### config.mk
export PLATFORM = sky130hd
export DESIGN_NAME = execute2memory
export DESIGN_NICKNAME = d
export VERILOG_FILES = /design/src/rtl/execute2memory.sv
export SDC_FILE = /design/constraint.sdc
export NUM_CORES = 1
export LEC_CHECK = 0
export BUFFER_PORTS_ARGS = -buffer_cell sky130_fd_sc_hd__buf_2
export CAP_MARGIN = 5
export CORE_AREA = 2 2 147 149
export CTS_CLUSTER_DIAMETER = 80
export DETAILED_ROUTE_END_ITERATION = 16
export DIE_AREA = 0 0 149 151
export HOLD_SLACK_MARGIN = 0.06
export PLACE_DENSITY = 0.74
export RECOVER_POWER = 50
export SYNTH_ARGS = -nofsm -noshare
export SYNTH_HDL_FRONTEND = slang
export SYNTH_SLANG_ARGS = --single-unit
export TNS_END_PERCENT = 10
### constraint.sdc
create_clock -name clk -period 2.7 [get_ports clk]
set_input_delay 0.54 -clock clk [delete_from_list [all_inputs] [get_ports clk]]
set_output_delay 0.54 -clock clk [all_outputs]
set_load 0.02 [all_outputs]
### src/rtl/execute2memory.sv
// Execute-to-memory pipeline register: carries execute results forward, inserts
// bubbles on execute stalls while preserving multi-cycle MADD/MSUB progress.
module execute2memory #(
   parameter int STALL_CNT_W = 32
) (
   input  logic                   clk,
   input  logic                   rst,
   input  logic                   stall_execute,
   input  logic                   stall_memory,
   input  logic                   flush,
   input  logic [4:0]             dest_addr,
   input  logic                   write_or_not,
   input  logic [31:0]            wdata,
   input  logic                   execute_HILO_enabler,
   input  logic [31:0]            execute_HILO_HI,
   input  logic [31:0]            execute_HILO_LO,
   input  logic [63:0]            hilo_temp_input,
   input  logic [1:0]             cnt_input,
   output logic [4:0]             memory_dest_addr,
   output logic                   memory_write_or_not,
   output logic [31:0]            memory_wdata,
   output logic                   memory_HILO_enabler,
   output logic [31:0]            memory_HILO_HI,
   output logic [31:0]            memory_HILO_LO,
   output logic [63:0]            hilo_temp_output,
   output logic [1:0]             cnt_output,
   output logic [STALL_CNT_W-1:0] stall_cycles
);

   localparam logic [STALL_CNT_W-1:0] CNT_ONE = {{(STALL_CNT_W-1){1'b0}}, 1'b1};

   logic [4:0]             dest_addr_q,    dest_addr_d;
   logic                   write_q,        write_d;
   logic [31:0]            wdata_q,        wdata_d;
   logic                   hilo_en_q,      hilo_en_d;
   logic [31:0]            hilo_hi_q,      hilo_hi_d;
   logic [31:0]            hilo_lo_q,      hilo_lo_d;
   logic [63:0]            hilo_temp_q,    hilo_temp_d;
   logic [1:0]             cnt_q,          cnt_d;
   logic [STALL_CNT_W-1:0] stall_cycles_q, stall_cycles_d;

   logic bubble;
   assign bubble = stall_execute & ~stall_memory;

   always_comb begin
      dest_addr_d    = dest_addr_q;
      write_d        = write_q;
      wdata_d        = wdata_q;
      hilo_en_d      = hilo_en_q;
      hilo_hi_d      = hilo_hi_q;
      hilo_lo_d      = hilo_lo_q;
      hilo_temp_d    = hilo_temp_q;
      cnt_d          = cnt_q;
      stall_cycles_d = stall_cycles_q;
      if (flush) begin
         dest_addr_d = '0;
         write_d     = 1'b0;
         wdata_d     = '0;
         hilo_en_d   = 1'b0;
         hilo_hi_d   = '0;
         hilo_lo_d   = '0;
         hilo_temp_d = '0;
         cnt_d       = '0;
      end else if (bubble) begin
         // Memory sees a bubble, but the partial product keeps accumulating.
         dest_addr_d = '0;
         write_d     = 1'b0;
         wdata_d     = '0;
         hilo_en_d   = 1'b0;
         hilo_hi_d   = '0;
         hilo_lo_d   = '0;
         hilo_temp_d = hilo_temp_input;
         cnt_d       = cnt_input;
         if (!(&stall_cycles_q)) stall_cycles_d = stall_cycles_q + CNT_ONE;
      end else if (!stall_execute) begin
         dest_addr_d = dest_addr;
         write_d     = write_or_not;
         wdata_d     = wdata;
         hilo_en_d   = execute_HILO_enabler;
         hilo_hi_d   = execute_HILO_HI;
         hilo_lo_d   = execute_HILO_LO;
         hilo_temp_d = '0;
         cnt_d       = '0;
      end
   end

   always_ff @(posedge clk) begin
      if (rst) begin
         dest_addr_q    <= '0;
         write_q        <= 1'b0;
         wdata_q        <= '0;
         hilo_en_q      <= 1'b0;
         hilo_hi_q      <= '0;
         hilo_lo_q      <= '0;
         hilo_temp_q    <= '0;
         cnt_q          <= '0;
         stall_cycles_q <= '0;
      end else begin
         dest_addr_q    <= dest_addr_d;
         write_q        <= write_d;
         wdata_q        <= wdata_d;
         hilo_en_q      <= hilo_en_d;
         hilo_hi_q      <= hilo_hi_d;
         hilo_lo_q      <= hilo_lo_d;
         hilo_temp_q    <= hilo_temp_d;
         cnt_q          <= cnt_d;
         stall_cycles_q <= stall_cycles_d;
      end
   end

   assign memory_dest_addr    = dest_addr_q;
   assign memory_write_or_not = write_q;
   assign memory_wdata        = wdata_q;
   assign memory_HILO_enabler = hilo_en_q;
   assign memory_HILO_HI      = hilo_hi_q;
   assign memory_HILO_LO      = hilo_lo_q;
   assign hilo_temp_output    = hilo_temp_q;
   assign cnt_output          = cnt_q;
   assign stall_cycles        = stall_cycles_q;

endmodule

==> results of run 1 <==
cells in the mapped netlist (8+ instances only):
cell and instances:
mux2_2 8, nand2_1 14, a21oi_1 23, or4_1 13, mux2i_1 169, buf_1 15
o21ai_0 12, or3_1 13, nand3_1 11, dfxtp_1 201, nor2_1 186, clkbuf_1 30
o31ai_1 12
metal layers:
layer | routed length, µm | part of all wire | GRT usage
met1 | 8180 | 0.39 | 0.196
met2 | 10000 | 0.48 | 0.293
met3 | 1830 | 0.088 | 0.0614
met4 | 719 | 0.035 | 0.0733
met5 | 13 | 0.00063 | 0
worst min-delay path, delay by kind of cell:
family / cells / cell delay [ns]
buffers and inverters: 1 / 0.07
multiplexers: 1 / 0.05
AND/OR/NAND/NOR: 1 / 0.07
where the power goes:
part / switching, mW / total, mW / internal [mW]
clock: 1.15 / 2.90 / 1.75
sequential: 0.0303 / 3.06 / 3.03
combinational: 0.310 / 0.573 / 0.262
sequential cells by signal (all words and copies together), names as in the netlist:
signal / cells
memory_HILO_HI: 32
memory_HILO_enabler: 1
cnt_output: 2
stall_cycles: 32
memory_write_or_not: 1
hilo_temp_output: 64
memory_wdata: 32
memory_HILO_LO: 32
memory_dest_addr: 5
cell type report:
class                           instances  area share
Antenna cell                            1    0.000244
Clock buffer                           37      0.0680
Clock inverter                          2    0.000975
Inverter                                7     0.00256
Multi-Input combinational cell        496       0.321
Sequential cell                       201       0.392
Tap cell                              275      0.0335
Timing Repair Buffer                  385       0.182
logic make-up (layout without fill, tap and decap cells):
group                      count (synthesis)  after routing
AOI/OAI and AO/OA                         50             50
muxes                                    177            177
DFF                                      201            201
buffers and inverters                     57            431
adders and majority gates                  1              1
other                                      0              1
and+or+nand+nor                          268            268
how the worst min path moves through the flow:
stage / end / slack, ns / depth (start not counted)
CTS: hilo_temp_output[7] / 0.24 / 3
floorplan: stall_cycles[24] / 0.56 / 2
global placement: memory_HILO_HI[31] / 0.47 / 2
finish: hilo_temp_output[18] / 0.28 / 3
global route: memory_HILO_LO[16] / 0.26 / 3
detailed placement: memory_HILO_LO[18] / 0.48 / 2
==> results.yml, run 1 <==
clock_network:
  clockBufferDepth: 3
  cts_tree: "done"
  hold_buffers: 0
  cts-root-buf: "clkbuf_16"
  clkTransAtPathRegs_ns: 0.06
  cts_resized: 0
  cts_buffers: 22
  post_cts_buffers: 0
  clock_latency_ns: 0.49
  cts.sink_count: 201
  ctsHtreeMaxLevel: 1
drt:
  drtIter0Drc: 224
  route.detailed.wl_per_inst_um: 14.8
  dr.pass1.iters: 5
  antenna_left: 0
  via_count: 6697
  wl_mm: 20.8
  drc: 0
  viasPerCell: 4.77
worst_setup_path:
  cpMostUsedCell: "or3_1"
  path_cells: "nand4_2 -> or4_1 -> or3_1 -> or3_1 -> a21oi_1"
  worst-path-buf-inv: 0
  cp-start-kind: "flip-flop"
  path_delay_family: "simple AND/OR/NAND/NOR gates"
  required_ns: 3.11
  crit_end: "stall_cycles[20]"
  cp.arrival_ns: 2.65
  startpoint: "stall_cycles[5]"
  reg2reg_to: "stall_cycles[20]"
  reg2reg_setup_slack_ns: 0.46
  cp_max_fo: 8
  crit_type: "reg2reg"
  r2r_start: "stall_cycles[5]"
  critPathSlowestCell: "or4_1"
  path_depth: 5
  critPathMaxStageDelay_ns: 0.63
  cp-end-kind: "flip-flop"
  reg2reg_depth: 5
floorplanning:
  die_width_um: 149
  core_um2: 20800
  initial_utilization: 0.362
  rows: 53
  die_h_um: 151
  die_area_um2: 22500
  pin_count: 375
placed_design:
  io_buffers: 374
  preCtsSetupSlack_ns: 0.294
  place_area_um2: 9680
  placedCellCount: 1364
  place_congestion: 0.818
  hpwl_mm: 15.0
timing:
  min_period_over_period: 0.828
  worst_pin_slew_ns: 1.91
  slew_headroom: -0.273
  setup_ws_ns: 0.464
  rsz0062_at_grt: "false"
  setup_violations: 0
  tns_ns: 0
  hold_violations: 0
  whs_ns: 0.277
  drv_slew: 105
  skew_ns: 0.00622
  finalCriticalPeriod_ns: 2.24
  fmax_ghz: 0.447
finish:
  ff_latch_area_um2: 4020
  layout.nets: 1288
  multi_input_area_um2: 3290
  final_util: 0.493
  final_common_cell: "buf_2"
  final_cell_area_um2: 10300
  mostFrequentLayoutCells: "buf_2, dfxtp_1, nor2_1, mux2i_1, clkbuf_1"
  syn2layout_area_growth_pct: 36.3
  final_cells: 1404
  drive_above_1_share: 0.309
  fillers: 2006
logic_synthesis:
  synth_xor_area_frac: 0
  syn_area_um2: 7530
  yosysTopAreaCellShare: 0.534
  postSynthNetCount: 929
  synth_flop_cell: "dfxtp_1"
  synth_cell_types: 32
  synth_area_leaders: "dfxtp_1, mux2i_1, nor2_1"
  synth_top_family_by_area: "multiplexers"
  synth-adder-area-share: 0.00166
  yosysTopAreaCell: "dfxtp_1"
  yosysSeqAreaShare: 0.534
  synth.area.mux_share: 0.237
  synth-async-reset-ratio: 0
  post_synth_and_or_nand_nor_area_fraction: 0.159
  syn_area_per_cell_um2: 9.99
  ys_warn_count: 0
  synth_compound_area_frac: 0.0381
  syn-instance-count: 754
  synth-edff-count: 0
  synth_seq_cells: 201
power_and_ir_drop:
  p_leak_nw: 4.84
  power_density_nw_per_um2: 636
  ir_worst_vdd_mv: 0.531
  power_mw: 6.53
min_path:
  hold_path.class: "in2reg"
  hp-start: "hilo_temp_input[18]"
run:
  cap_violations: 1
grt:
  antenna_found_initial: 2
  grt_pass1_vias: 6333
  grt_max_degree: 105
  gr-total-overflow: 0
  grt_pass1_wl_mm: 31.6
  grt_use_total: 0.172
run_status:
  violations: "capacitance limit, slew limit"
  status: "complete, but fails checks"
(Power assumes the default switching activity.)
==> run 2: changes to the inputs <==
--- a/config.mk
+++ b/config.mk
@@ -12,7 +12,7 @@
 export DETAILED_ROUTE_END_ITERATION = 16
 export DIE_AREA = 0 0 149 151
 export HOLD_SLACK_MARGIN = 0.06
-export PLACE_DENSITY = 0.74
+export PLACE_DENSITY = 0.77
 export RECOVER_POWER = 50
 export SYNTH_ARGS = -nofsm -noshare
 export SYNTH_HDL_FRONTEND = slang
==> constraint.sdc (replaced) <==
create_clock -name clk -period 2 [get_ports clk]
set_input_delay 0.4 -clock clk [delete_from_list [all_inputs] [get_ports clk]]
set_output_delay 0.4 -clock clk [all_outputs]
set_load 0.02 [all_outputs]
==> run 2 against run 1 <==
The flow now finishes without violations. Worst setup slack lost 0.37 ns. Clock power grew 42%. Final area grew 4.0%. First-iteration DRC count shrank 5.8%. Largest cell class unchanged. Largest power group unchanged.
==> results.yml, run 2 (synthesis gave the netlist of run 1 again) <==
grt:
  grt_max_degree: 105
  antenna_found_initial: 1
  gr-total-overflow: 0
  grt_use_total: 0.172
  grt_pass1_vias: 6401
  grt_pass1_wl_mm: 31.4
floorplanning:
  pin_count: 375
  die_width_um: 149
  rows: 53
  core_um2: 20800
  die_h_um: 151
  initial_utilization: 0.362
  die_area_um2: 22500
clock_network:
  clockBufferDepth: 3
  hold_buffers: 0
  cts_tree: "done"
  cts_buffers: 22
  cts-root-buf: "clkbuf_16"
  clkTransAtPathRegs_ns: 0.07
  cts.sink_count: 201
  ctsHtreeMaxLevel: 1
  clock_latency_ns: 0.49
finish:
  final_util: 0.513
  largest_reg_flops: 64
  num_antenna_cells: 0
  drive_above_1_share: 0.335
  layout.nets: 1319
  final_cell_area_um2: 10700
  mostFrequentLayoutCells: "buf_2, dfxtp_1, nor2_1, mux2i_1, clkbuf_1"
  final_common_cell: "buf_2"
  final_cells: 1434
  syn2layout_area_growth_pct: 41.8
worst_setup_path:
  reg2reg_depth: 5
  cp.arrival_ns: 2.32
  cp-start-kind: "flip-flop"
  cp-end-kind: "flip-flop"
  reg2reg_to: "stall_cycles[20]"
  reg2reg_setup_slack_ns: 0.1
  cp_max_fo: 4
  crit_type: "reg2reg"
  required_ns: 2.42
  r2r_start: "stall_cycles[8]"
drt:
  antenna_left: 0
  dr.pass1.iters: 4
  viasPerCell: 4.74
  via_count: 6795
  drc: 0
  drtIter0Drc: 211
  route.detailed.wl_per_inst_um: 14.8
  wl_mm: 21.3
timing:
  fmax_ghz: 0.525
  setup_violations: 0
  whs_ns: 0.135
  worst_pin_slew_ns: 1.34
  slew_headroom: 0.109
  drv_slew: 0
  rsz0062_at_grt: "true"
  min_period_over_period: 0.952
  finalCriticalPeriod_ns: 1.90
  hold_violations: 0
  skew_ns: 0.00921
placed_design:
  place_congestion: 0.793
  place_area_um2: 9970
  hpwl_mm: 15.7
  placedCellCount: 1393
  io_buffers: 374
run:
  cap_violations: 0
power_and_ir_drop:
  p_leak_nw: 5.00
  power_mw: 9.05
  power_density_nw_per_um2: 847
  ir_worst_vdd_mv: 0.590
min_path:
  hold_path.class: "in2reg"
  hp-start: "execute_HILO_HI[20]"
  hold_path_end: "memory_HILO_HI[20]"
  worstHoldPathCells: 3
run_status:
  status: "complete, no violations"
run 2: changes by cell type in the layout (fill, tap and decap cells not counted), sizes merged:
| cell | delta |
|---|---|
| clkbuf | +6 |
| diode | -1 |
| buf | +17 |
| clkinvlp | +6 |
| bufinv | +2 |
run 2: area by class of cell:
cell class / count / area (µm²)
tap: 275 / 344
fill: 1997 / 10100
inverter: 7 / 26.3
clock inverter: 10 / 119
sequential: 201 / 4030
multi-input combinational: 496 / 3390
timing repair buffer: 416 / 2130
clock buffer: 29 / 638
run 2: power by group:
group | total, mW | switching (mW) | internal (mW) | leakage, nW
Clock | 4.13 | 1.62 | 2.51 | 0.352
Sequential | 4.13 | 0.0421 | 4.09 | 1.63
Combinational | 0.790 | 0.426 | 0.364 | 3.02
run 2: per-stage QoR:
step	setup slack, ns	setup TNS [ns]
after CTS	0.0179	0
after global placement	-0.229	-1.36
final	0.0957	0
after global routing	-0.0156	-0.0300
after detailed placement	-0.246	-1.71
after floorplan	-0.120	-1.00
run 2: per-layer routing:
layer  track usage  vias up  wire (µm)
li1              -     3362          -
met1         0.197     3110       8430
met2         0.303      278      10400
met3        0.0536       43       1860
met4        0.0600        2        631
met5             0        -         12
run 2: how the worst max path moves through the flow:
stage	from	endpoint	slack, ns	cells past startpoint
4_1_cts	stall_cycles[8]	stall_cycles[31]	0.02	6
3_3_place_gp	flush	stall_cycles[26]	-0.23	6
6_report	stall_cycles[8]	stall_cycles[20]	0.1	5
3_5_place_dp	flush	stall_cycles[28]	-0.25	6
5_1_grt	stall_cycles[8]	stall_cycles[20]	-0.02	5
2_1_floorplan	stall_memory	stall_cycles[18]	-0.12	8
run 2: worst max-delay path: stages, from the launching register on:
cell	delay, ns
dfxtp_2	0.38
nand4_4	0.15
or4_1	0.53
or3_1	0.33
or3_1	0.31
a21oi_1	0.14
run 2: timing repair:
item | CTS | global route
pin swaps | 0 | 2
hold endpoints to repair | 0 | 0
cloned | 0 | 0
resized for setup | 3 | 15
setup endpoints to repair | 4 | 22
setup buffers | 0 | 2
==> run 3: changes to the inputs <==
--- a/config.mk
+++ b/config.mk
@@ -12,7 +12,7 @@
 export DETAILED_ROUTE_END_ITERATION = 16
 export DIE_AREA = 0 0 149 151
 export HOLD_SLACK_MARGIN = 0.06
-export PLACE_DENSITY = 0.77
+export PLACE_DENSITY = 0.68
 export RECOVER_POWER = 50
 export SYNTH_ARGS = -nofsm -noshare
 export SYNTH_HDL_FRONTEND = slang
==> run 3 against run 2 <==
Routed wire length grew 1.2%. Critical path depth rose by 2. Sequential power about the same. Non-clock buffer count is 3 higher. Register-to-register slack is essentially flat. Worst setup slack got worse by 0.013 ns. Global-route usage up 0.80 points. Via count decreased by 0.66%. Critical path type unchanged. Critical endpoint is now stall_cycles[23]. Largest cell class unchanged.
==> results.yml, run 3 (synthesis gave the netlist of run 1 again) <==
run_status:
  status: "complete, no violations"
grt:
  grt_pass1_vias: 6315
  grt_max_degree: 105
  grt_use_total: 0.180
  grt_pass1_wl_mm: 32.5
  antenna_found_initial: 0
  gr-total-overflow: 0
min_path:
  worstHoldPathCells: 3
  hold_path_end: "hilo_temp_output[58]"
  hp-start: "hilo_temp_input[58]"
  hold_path.class: "in2reg"
finish:
  num_antenna_cells: 0
  multi_input_area_um2: 3360
  final_common_cell: "buf_2"
  layout.nets: 1323
  largest_reg_flops: 64
  ff_latch_area_um2: 4030
  mostFrequentLayoutCells: "buf_2, dfxtp_1, nor2_1, mux2i_1, buf_4"
  syn2layout_area_growth_pct: 42.1
  final_cells: 1437
  drive_above_1_share: 0.386
  fillers: 1949
timing:
  setup_violations: 0
  finalCriticalPeriod_ns: 1.92
  skew_ns: 0.00397
  rsz0062_at_grt: "true"
  setup_ws_ns: 0.0831
  slew_headroom: 0.113
  min_period_over_period: 0.958
  drv_slew: 0
  fmax_ghz: 0.522
  hold_violations: 0
  tns_ns: 0
  worst_pin_slew_ns: 1.33
floorplanning:
  rows: 53
  core_um2: 20800
  die_width_um: 149
  pin_count: 375
  initial_utilization: 0.362
  die_area_um2: 22500
  die_h_um: 151
clock_network:
  clkTransAtPathRegs_ns: 0.06
  ctsHtreeMaxLevel: 1
  cts_buffers: 23
  cts_tree: "done"
  cts.sink_count: 201
  clockBufferDepth: 3
  cts-root-buf: "clkbuf_16"
  hold_buffers: 0
  clock_latency_ns: 0.50
placed_design:
  io_buffers: 374
  hpwl_mm: 15.9
  place_congestion: 0.802
  placedCellCount: 1398
  preCtsSetupSlack_ns: -0.217
worst_setup_path:
  crit_type: "reg2reg"
  critPathMaxStageDelay_ns: 0.41
  cp-start-kind: "flip-flop"
  reg2reg_setup_slack_ns: 0.08
  required_ns: 2.39
  path_cells: "nand3_1 -> nor4_2 -> buf_4 -> and3_1 -> buf_4 -> nor4_1 -> mux2_2"
  cp_max_fo: 15
  cp-end-kind: "flip-flop"
  cpMostUsedCell: "buf_4"
  path_delay_family: "simple AND/OR/NAND/NOR gates"
  worst-path-buf-inv: 2
  reg2reg_depth: 7
  r2r_start: "stall_cycles[27]"
  critPathSlowestCell: "dfxtp_1"
  cp.arrival_ns: 2.30
  reg2reg_to: "stall_cycles[23]"
power_and_ir_drop:
  p_leak_nw: 5.30
  p_int_mw: 6.68
  power_frac_clock: 0.435
  switchingPower_mw: 2.03
  p_comb_frac: 0.091
  seqPwrFrac: 0.474
  swShare: 0.233
  power_density_nw_per_um2: 815
  ir_worst_vdd_mv: 0.742
drt:
  dr.pass1.iters: 4
  drtIter0Drc: 196
  antenna_left: 0
  wl_mm: 21.5
  route.detailed.wl_per_inst_um: 15.0
  drc: 0
  viasPerCell: 4.70
  via_count: 6750
run:
  cap_violations: 0
run 3: changes by cell type in the layout (fill, tap and decap cells not counted), moves of 3 or more:
cell / before / now
dfxtp_2: 7 / 4
clkinvlp_4: 6 / 1
dfxtp_1: 194 / 197
buf_2: 277 / 348
clkbuf_1: 99 / 34
run 3: area by class of cell:
class / count / share of cell area
Clock buffer: 34 / 0.0605
Clock inverter: 5 / 0.00292
Inverter: 7 / 0.00246
Tap cell: 275 / 0.0322
Sequential cell: 201 / 0.377
Timing Repair Buffer: 419 / 0.211
Multi-Input combinational cell: 496 / 0.314
run 3: power by group through the flow:
stage,combinational (mW),sequential (mW),clock (mW)
global route,0.862,4.14,4.10
floorplan,0.353,4.32,0
detailed placement,0.808,4.21,0
finish,0.795,4.13,3.80
CTS,0.810,4.13,3.93
global placement,0.797,4.21,0
run 3: how the worst max path moves through the flow:
stage	from	endpoint	slack [ns]	depth (start not counted)
2_1_floorplan	stall_memory	stall_cycles[18]	-0.12	8
4_1_cts	stall_cycles[8]	stall_cycles[24]	0.01	6
3_3_place_gp	flush	stall_cycles[16]	-0.18	7
3_5_place_dp	flush	stall_cycles[16]	-0.22	7
6_report	stall_cycles[27]	stall_cycles[23]	0.08	7
5_1_grt	stall_cycles[12]	stall_cycles[31]	-0.07	5
run 3: metrics by stage:
| stage | area (µm²) | hold WS [ns] | total power, mW | utilization |
|---|---|---|---|---|
| 2_1_floorplan | 7570 | 0.514 | 4.67 | - |
| 3_3_place_gp | 10000 | 0.468 | 5.01 | 0.482 |
| 3_5_place_dp | 10000 | 0.476 | 5.02 | 0.482 |
| 4_1_cts | 10700 | 0.0986 | 8.86 | 0.514 |
| 5_1_grt | 10700 | 0.104 | 9.10 | 0.514 |
| 6_report | 10700 | 0.125 | 8.72 | 0.514 |
run 3: per-layer routing:
layer | up-vias | track usage | part of all wire
li1 | 3375 | - | -
met1 | 3073 | 0.210 | 0.39
met2 | 251 | 0.303 | 0.48
met3 | 51 | 0.0593 | 0.091
met4 | 0 | 0.0786 | 0.039
met5 | - | 0 | 0
run 3: worst min-delay path: cells and delay by family:
family / cells / cell delay [ns]
and+or+nand+nor: 1 / 0.07
buffers and inverters: 1 / 0.07
muxes: 1 / 0.05
run 3: timing repair:
action                                  CTS  global route
setup buffers                             0             0
hold endpoints to repair                  0             0
gates resized for setup                   0            10
endpoints found under the setup margin    0            17
